[src/rtl/ram_wr_pkg.sv]
`default_nettype none
// ============================================================================
// Module      : ram_wr_pkg
// Description : Shared widths and lane types for the RAM write packer.
// Revision    : 1.0 - initial release
// ============================================================================
package ram_wr_pkg;

    localparam int ADDR_W_DEF = 9;
    localparam int DATA_W_DEF = 32;
    localparam int LANES      = DATA_W_DEF / 8;

    typedef logic [1:0]       lane_ptr_t;
    typedef logic [LANES-1:0] byte_mask_t;

endpackage : ram_wr_pkg
`default_nettype wire

[src/rtl/ram_wr_lane_acc.sv]
`default_nettype none
// ============================================================================
// Module      : ram_wr_lane_acc
// Description : Byte accumulator, lane mask and lane pointer; flags a complete
//               word. Macro RAM_WR_PACKER_BIG_ENDIAN_EN reverses lane order.
// Revision    : 1.0 - initial release
// ============================================================================
module ram_wr_lane_acc
    import ram_wr_pkg::*;
#(
    parameter int DATA_W = DATA_W_DEF
) (
    input  logic              clk,
    input  logic              rst_n,
    input  logic              hs_i,
    input  logic              start_i,
    input  logic              last_i,
    input  logic [7:0]        din_i,
    output logic              word_done_o,
    output logic [DATA_W-1:0] word_o,
    output logic [DATA_W/8-1:0] mask_o,
    output logic              pending_o
);

    localparam int        NLANES    = DATA_W / 8;
    localparam lane_ptr_t LAST_LANE = lane_ptr_t'(NLANES - 1);

    logic [DATA_W-1:0] acc_q, acc_d;
    logic [NLANES-1:0] mask_q, mask_d;
    lane_ptr_t         ptr_q, ptr_d;

    lane_ptr_t         base_ptr;
    lane_ptr_t         lane;
    logic [DATA_W-1:0] merged_acc;
    logic [NLANES-1:0] merged_mask;
    logic              word_done;

    always_comb begin
        // A frame start discards whatever was buffered and restarts at lane 0.
        base_ptr    = start_i ? '0 : ptr_q;
        merged_acc  = start_i ? '0 : acc_q;
        merged_mask = start_i ? '0 : mask_q;
`ifdef RAM_WR_PACKER_BIG_ENDIAN_EN
        lane = LAST_LANE - base_ptr;
`else
        lane = base_ptr;
`endif
        merged_acc[8*lane +: 8] = din_i;
        merged_mask[lane]       = 1'b1;
        word_done = hs_i && (last_i || (base_ptr == LAST_LANE));

        acc_d  = acc_q;
        mask_d = mask_q;
        ptr_d  = ptr_q;
        if (hs_i) begin
            if (word_done) begin
                acc_d  = '0;
                mask_d = '0;
                ptr_d  = '0;
            end else begin
                acc_d  = merged_acc;
                mask_d = merged_mask;
                ptr_d  = base_ptr + 2'd1;
            end
        end
    end

    always_ff @(posedge clk or negedge rst_n) begin
        if (!rst_n) begin
            acc_q  <= '0;
            mask_q <= '0;
            ptr_q  <= '0;
        end else begin
            acc_q  <= acc_d;
            mask_q <= mask_d;
            ptr_q  <= ptr_d;
        end
    end

    assign word_done_o = word_done;
    assign word_o      = merged_acc;
    assign mask_o      = merged_mask;
    assign pending_o   = (ptr_q != '0);

endmodule : ram_wr_lane_acc
`default_nettype wire

[src/rtl/ram_wr_packer.sv]
`default_nettype none
// ============================================================================
// Module      : ram_wr_packer
// Description : Packs a byte stream into RAM words and drives WA/WD/WEN/WClk_En.
//               Macro RAM_WR_PACKER_BIG_ENDIAN_EN selects big-endian lanes.
// Revision    : 1.0 - initial release
// ============================================================================
module ram_wr_packer
    import ram_wr_pkg::*;
#(
    parameter int ADDR_W = ADDR_W_DEF,
    parameter int DATA_W = DATA_W_DEF
) (
    input  logic                WClk,
    input  logic                Rst_n,
    input  logic                Frame_Start,
    input  logic [ADDR_W-1:0]   Start_Addr,
    input  logic [7:0]          Din,
    input  logic                Din_Valid,
    input  logic                Din_Last,
    output logic                Din_Ready,
    input  logic                Hold,
    output logic [ADDR_W-1:0]   WA,
    output logic [DATA_W-1:0]   WD,
    output logic [DATA_W/8-1:0] WEN,
    output logic                WClk_En,
    output logic [ADDR_W:0]     Word_Cnt,
    output logic                Wrap,
    output logic                Frame_Err
);

    localparam int              NLANES   = DATA_W / 8;
    localparam logic [ADDR_W:0] CNT_MAX  = {1'b1, {ADDR_W{1'b0}}};
    localparam logic [ADDR_W-1:0] ADDR_MAX = '1;

    logic                hs;
    logic                frame_hs;
    logic                word_done;
    logic                pending;
    logic [DATA_W-1:0]   word;
    logic [NLANES-1:0]   mask;
    logic [ADDR_W-1:0]   base_addr;
    logic [ADDR_W:0]     base_cnt;

    logic [ADDR_W-1:0]   addr_q, addr_d;
    logic [ADDR_W:0]     cnt_q, cnt_d;
    logic                wrap_q, wrap_d;
    logic                err_q, err_d;
    logic [ADDR_W-1:0]   wa_q, wa_d;
    logic [DATA_W-1:0]   wd_q, wd_d;
    logic [NLANES-1:0]   wen_q, wen_d;
    logic                en_q, en_d;

    assign Din_Ready = ~Hold;
    assign hs        = Din_Valid && Din_Ready;
    assign frame_hs  = hs && Frame_Start;

    ram_wr_lane_acc #(
        .DATA_W (DATA_W)
    ) u_lane_acc (
        .clk         (WClk),
        .rst_n       (Rst_n),
        .hs_i        (hs),
        .start_i     (Frame_Start),
        .last_i      (Din_Last),
        .din_i       (Din),
        .word_done_o (word_done),
        .word_o      (word),
        .mask_o      (mask),
        .pending_o   (pending)
    );

    // Frame-start values take effect in the same cycle so a 1-byte frame
    // lands at Start_Addr with a count of one.
    assign base_addr = frame_hs ? Start_Addr : addr_q;
    assign base_cnt  = frame_hs ? '0 : cnt_q;

    always_comb begin
        addr_d = addr_q;
        cnt_d  = cnt_q;
        wrap_d = wrap_q;
        err_d  = err_q;
        wa_d   = wa_q;
        wd_d   = wd_q;
        wen_d  = wen_q;
        en_d   = 1'b0;
        if (frame_hs) begin
            addr_d = Start_Addr;
            cnt_d  = '0;
            wrap_d = 1'b0;
            if (pending) begin
                err_d = 1'b1;
            end
        end
        if (word_done) begin
            en_d   = 1'b1;
            wa_d   = base_addr;
            wd_d   = word;
            wen_d  = mask;
            addr_d = base_addr + 1'b1;
            if (base_addr == ADDR_MAX) begin
                wrap_d = 1'b1;
            end
            cnt_d = (base_cnt == CNT_MAX) ? base_cnt : base_cnt + 1'b1;
        end
    end

    always_ff @(posedge WClk or negedge Rst_n) begin
        if (!Rst_n) begin
            addr_q <= '0;
            cnt_q  <= '0;
            wrap_q <= 1'b0;
            err_q  <= 1'b0;
            wa_q   <= '0;
            wd_q   <= '0;
            wen_q  <= '0;
            en_q   <= 1'b0;
        end else begin
            addr_q <= addr_d;
            cnt_q  <= cnt_d;
            wrap_q <= wrap_d;
            err_q  <= err_d;
            wa_q   <= wa_d;
            wd_q   <= wd_d;
            wen_q  <= wen_d;
            en_q   <= en_d;
        end
    end

    assign WA        = wa_q;
    assign WD        = wd_q;
    assign WEN       = wen_q;
    assign WClk_En   = en_q;
    assign Word_Cnt  = cnt_q;
    assign Wrap      = wrap_q;
    assign Frame_Err = err_q;

endmodule : ram_wr_packer
`default_nettype wire

[config.mk]
export PLATFORM = sky130hd
export DESIGN_NAME = ram_wr_packer
export DESIGN_NICKNAME = d
export VERILOG_FILES = /design/src/rtl/ram_wr_pkg.sv /design/src/rtl/ram_wr_lane_acc.sv /design/src/rtl/ram_wr_packer.sv
export SDC_FILE = /design/constraint.sdc
export NUM_CORES = 1
export LEC_CHECK = 0
export BUFFER_PORTS_ARGS = -buffer_cell sky130_fd_sc_hd__buf_2
export CORE_MARGIN = 2
export CORE_UTILIZATION = 45
export CTS_BUF_LIST = sky130_fd_sc_hd__clkbuf_16
export CTS_CLUSTER_DIAMETER = 40
export DETAILED_ROUTE_END_ITERATION = 7
export GPL_ROUTABILITY_DRIVEN = 1
export PLACE_DENSITY = 0.64
export SYNTH_ARGS = -nofsm -noshare
export SYNTH_HDL_FRONTEND = slang
export SYNTH_SLANG_ARGS = --single-unit
[constraint.sdc]
create_clock -name WClk -period 2.2 [get_ports WClk]
set_input_delay 0.44 -clock WClk [delete_from_list [all_inputs] [get_ports WClk]]
set_output_delay 0.44 -clock WClk [all_outputs]
set_load 0.05 [all_outputs]
Word-level counts from Yosys, hierarchy flattened:

Cells that the tools add are included.

* flip-flop bits (word level): 105

* equality and inequality tests: 3
* bitwise logic cells: 2
* muxes and demuxes: 18
* $add $sub $neg: 4
* $lt $le $gt $ge: 2
* shifts and indexed selects: 2
* reductions and logical operators: 7

Operator list (count)
* 2-to-1 mux 32 bit: 2
* negation 5 -> 34 bit: 1
* variable shift 8 x 34 -> 32 bit, first input constant: 1
* variable part select 8 x 34 -> 32 bit: 1
* bitwise mux 32 bit: 1
* 2-to-1 mux 10 bit: 3
* 2-to-1 mux 9 bit: 2
* adder 10 x 1 -> 10 bit, second input constant: 1
* equality test 10 bit, second input constant: 1
* adder 9 x 1 -> 9 bit, second input constant: 1
* equality test 9 bit, second input constant: 1
* 2-to-1 mux 4 bit: 2
* 2-to-1 mux 1 bit: 5
* logical AND 1 bit: 4
* 2-to-1 mux 2 bit: 2
* OR 4 bit: 1
* less-than comparator 2 x 3 -> 1 bit, second input constant: 1
* adder 2 x 1 -> 2 bit, second input constant: 1
* demux 1 bit (select 2 bit): 1
* equality test 2 bit, second input constant: 1
* >= comparator 2 x 1 -> 1 bit, second input constant: 1
* AND reduction 2 bit: 1
* nonzero test 2 bit: 1
* logical OR 1 bit: 1
* inverter 1 bit: 1

Longest topological paths before layout:

* depth in word-level cells: 7
* mapped depth: 11

Cells and area by module:

From an unflattened synthesis, not the netlist that was laid out.

* cell total of the unflattened synthesis: 421
* area, all modules: 4952.2 µm²

By module, submodules not included
* ram_wr_packer: instances 1, area an instance 2902.8 µm², cells each 229, seq. area each 1676.6 µm²
* ram_wr_lane_acc: instances 1, area an instance 2049.5 µm², cells each 192, seq. area each 950.9 µm²

Least setup slack after synthesis:

Ideal clock, no wire load.

* path kind: input port to flip-flop
* from: in Frame_Start
* to: reg u_lane_acc.acc_q[10]
* path buffers: 3
* arrival: 2.110 ns
* cell stages on the path: 10
* required time: 2.079 ns
* setup time: 0.121 ns
* path slack: -0.031 ns
* cells stage by stage: buf_6 > inv_6 > nand2_1 > ha_1 > nor2b_1 > and3_1 > buf_2 > and2_1 > buf_2 > a22o_1

* word-level cells in the longest chain between the ends: 5
* elaborated cells between the ends (all ways): 10
* those cells by class: add/sub: 1; eq/ne: 1; shift: 2; mux: 4; reduce/logical: 2

Ends and longest elaborated chain
* from (decl): line ram_wr_packer.sv:16 `input logic Frame_Start,`
* 2-to-1 mux 2 bit: line ram_wr_lane_acc.sv:40 `base_ptr = start_i ? '0 : ptr_q;`
* negation 5 -> 34 bit / equality test 2 bit (equally long branches): line ram_wr_lane_acc.sv:48, ram_wr_lane_acc.sv:50
* variable part select 8 x 34 -> 32 bit (tied with other cells): line ram_wr_lane_acc.sv:48 `merged_acc[8*lane +: 8] = din_i;`
* bitwise mux 32 bit / logical AND 1 bit (equally long branches): line ram_wr_lane_acc.sv:48, ram_wr_lane_acc.sv:50
* 2-to-1 mux 32 bit *: line ram_wr_lane_acc.sv:56 `if (word_done) begin`
* to (signal assigned): line ram_wr_lane_acc.sv:70 `acc_q <= '0;`
* to (signal assigned): line ram_wr_lane_acc.sv:74 `acc_q <= acc_d;`
* to (decl): line ram_wr_lane_acc.sv:28 `logic [DATA_W-1:0] acc_q, acc_d;`

Mark *: on every way between the ends. The rest lies on a longest branch, timed or not.
A chain may end at the register's enable or synchronous reset.

Worst setup path after layout:

* from: in Frame_Start
* to: reg u_lane_acc.acc_q[12]

The elaborated chain is that of the path after synthesis.

==> results.sh <==
export IMPL_wl_per_cell_microns=16.7
export IMPL_hold_ws_ns=0.371
export IMPL_dp_worst_setup_slack_ns=-0.178
export IMPL_path_cells="buf_2 -> buf_12 -> inv_6 -> nand2_1 -> ha_4 -> nor2b_1 -> and3_1 -> and2_1 -> a22o_1"
export IMPL_min_delay_path_depth=3
export IMPL_crit_required_ns=2.49
export IMPL_setup_ws_ns=0.173
export IMPL_vdd_ir_drop_max_uv=410
export IMPL_avgSynthCellArea_sq_um=10.7
export IMPL_cap_violations=0
export IMPL_die_h_microns=106
export IMPL_place_congestion=0.802
export IMPL_r2r_end="u_lane_acc.acc_q[12]"
export IMPL_slowest_stage="and3_1"
export IMPL_drc=0
export IMPL_yosys_warnings=0
export IMPL_yosysUniqueCellTypes=39
export IMPL_fill_cells=912
export IMPL_dieWidth_microns=106
export IMPL_clk_latency_ns=0.35
export IMPL_grt_pass1_vias=3707
export IMPL_fmax_mhz=493
export IMPL_slew_headroom=0.631
export IMPL_ys_seq_area_frac=0.557
export IMPL_slowest_delay_ns=0.40
export IMPL_cts_setup_buffers=0
export IMPL_vias=3786
export IMPL_critPathMaxFanout=9
export IMPL_hold_start="Start_Addr[2]"
export IMPL_fin_area_sq_um=5800
export IMPL_grt_first_pass_wirelength_microns=19100
export IMPL_critPathLaunchType="input pin"
export IMPL_grtUsageTotal=0.217
export IMPL_synth_edff_count=0
export IMPL_first_iter_violations=196
export IMPL_htree_levels=3
export IMPL_ant_nets=0
export IMPL_worstMarginPinSlew_ns=0.538
export IMPL_synth_ff_type="dfrtp_1"
export IMPL_critPathArrivalTime_ns=2.32
export IMPL_num_rows=37
export IMPL_firstDrtPassIters=4
export IMPL_hold_viol_final=0
export IMPL_num_antenna_cells=0
export IMPL_drt_wl_total_microns=11400
export IMPL_final_common_cell="dfrtp_1"
export IMPL_cts_buffer_depth=2
export IMPL_layout_nets=577
export IMPL_leakage_nw=2.85
export IMPL_drive_gt1_frac=0.271
export IMPL_cts_root_buf="clkbuf_16"
export IMPL_skew_ns=0.00660
export IMPL_clock_sinks=105
export IMPL_min_period_ns=2.03
export IMPL_crit_type="input pin to flop"
export IMPL_placed_cells=668
export IMPL_die_area_sq_um=11300
export IMPL_synthCells=441
export IMPL_endpoint_kind="flop"
export IMPL_rsz0062_at_grt="false"
export IMPL_worstRegToRegCells=6
export IMPL_place_area_sq_um=5510
export IMPL_cts_tree="built"
export IMPL_core_area_sq_um=10200
export IMPL_antenna_found_initial=0
export IMPL_ys_async_sr_fraction=1.00
export IMPL_finalSetupViolations=0
export IMPL_area_delta_synth_final_pct=23.0
export IMPL_synthesis_area_sq_um=4720
export IMPL_hold_path_class="input pin to flop"
export IMPL_cp_startpoint="Frame_Start"
export IMPL_initial_core_util=0.461
export IMPL_synth_seq_cells=105
export IMPL_r2r_start="u_lane_acc.ptr_q[1]"
export IMPL_grt_max_degree=66
export IMPL_reg2reg_slack_ns=0.18
export IMPL_synth_fp_nets=474
export IMPL_io_pins=82
export IMPL_clkTransAtPathRegs_ns=0.07
export IMPL_fin_cells=685
export IMPL_cts_buffers=9
export IMPL_overflow=0
export IMPL_hpwl_microns=8090
export IMPL_finalCritPeriodShare=0.922
export IMPL_power_density_nw_per_um2=927
export IMPL_maxSlewViolCount=0
export IMPL_layout_common_cells="105 x dfrtp_1, 85 x nor2_1, 80 x buf_2, 39 x a22o_1, 38 x buf_4"
export IMPL_vias_per_cell=5.53
export IMPL_outcome="complete, no violations"
export IMPL_portBuffers=81
export IMPL_worst_hold_path_endpoint="addr_q[2]"
-- flip-flops by register name, indices dropped and copies added (netlist names) --
name               cells
Frame_Err              1
WA                     9
WClk_En                1
WD                    32
WEN                    4
Word_Cnt              10
Wrap                   1
addr_q                 9
u_lane_acc.acc_q      32
u_lane_acc.mask_q      4
u_lane_acc.ptr_q       2
-- what timing repair did --
action                                  4_1_cts  5_1_grt
hold buffers                                  1        0
hold endpoints to repair                     11        0
resized for setup                             0        1
endpoints found under the setup margin        0        8
-- metrics by stage --
| step | TNS [ns] | total power [mW] | util |
|---|---|---|---|
| 2_1_floorplan | 0 | 3.40 | - |
| 3_3_place_gp | -2.00 | 3.86 | 0.538 |
| 3_5_place_dp | -4.91 | 3.89 | 0.538 |
| 4_1_cts | 0 | 5.42 | 0.567 |
| 5_1_grt | 0 | 5.63 | 0.567 |
| 6_report | 0 | 5.38 | 0.567 |
-- layer usage --
layer / track usage / vias up / wire length [microns]
met5: 0 / - / 0
met4: 0.0827 / 0 / 162
met3: 0.0288 / 19 / 552
met2: 0.348 / 114 / 5440
met1: 0.300 / 1880 / 5290
li1: - / 1773 / -
-- power breakdown --
part           internal, mW  total [mW]  switching [mW]
sequential             2.18        2.34           0.165
clock                 0.781        1.53           0.749
combinational         0.432        1.50            1.07
-- area by class of cell --
type | count | area, sq um | share of cell area
Sequential cell | 105 | 2630 | 0.453
Multi-Input combinational cell | 298 | 1930 | 0.333
Timing Repair Buffer | 122 | 756 | 0.130
Clock buffer | 9 | 225 | 0.0388
Tap cell | 136 | 170 | 0.0293
Clock inverter | 7 | 52.6 | 0.00906
Inverter | 8 | 35.0 | 0.00604
-- kinds of logic after synthesis --
kind of cell	after synthesis	share of synthesized area
muxes	8	0.0170
and+or+nand+nor	164	0.165
AOI/OAI and AO/OA	99	0.164
xor gates and xnor gates	17	0.0316
buffers and inverters	38	0.0385
DFF	105	0.557
adders and majority gates	10	0.0265
-- worst max path at each step --
stage	to	slack, ns	depth (start not counted)
floorplan	WA[3]	0.01	9
detailed placement	u_lane_acc.acc_q[17]	-0.18	9
finish	u_lane_acc.acc_q[12]	0.17	9
global placement	u_lane_acc.acc_q[16]	-0.11	9
global route	u_lane_acc.acc_q[13]	0.0006	9
CTS	u_lane_acc.acc_q[17]	0.18	9
-- worst max-delay path, delay by kind of cell --
kind                       cells  cell delay, ns
AOI/OAI and AO/OA              1            0.21
adders and majority gates      1            0.30
buffers and inverters          3            0.33
and+or+nand+nor                4            1.04
-- synthesized netlist by cell type, types with 2 or more instances --
cell        n  area, sq um
nand2_1    36          135
ha_1       10          125
nor3_2      4         40.0
nor4_2      2         25.0
inv_1       5         18.8
and2_1      4         25.0
a221oi_1   32          280
and3_1      7         43.8
o21ai_0    14         70.1
nand3_1    10         50.1
clkbuf_1    3         11.3
a31oi_1     4         25.0
nand4_1     4         25.0
xor2_1     12          105
a22o_1     39          342
inv_2       2         7.51
a21oi_1     7         35.0
buf_1       9         33.8
nand3b_1    2         15.0
buf_4       2         15.0
nor2_1     85          319
mux2i_1     8         80.1
dfrtp_1   105         2630
xnor2_1     5         43.8
nor4_1      2         12.5
buf_2      15         75.1
No activity file was read; power rests on OpenSTA's default activity.
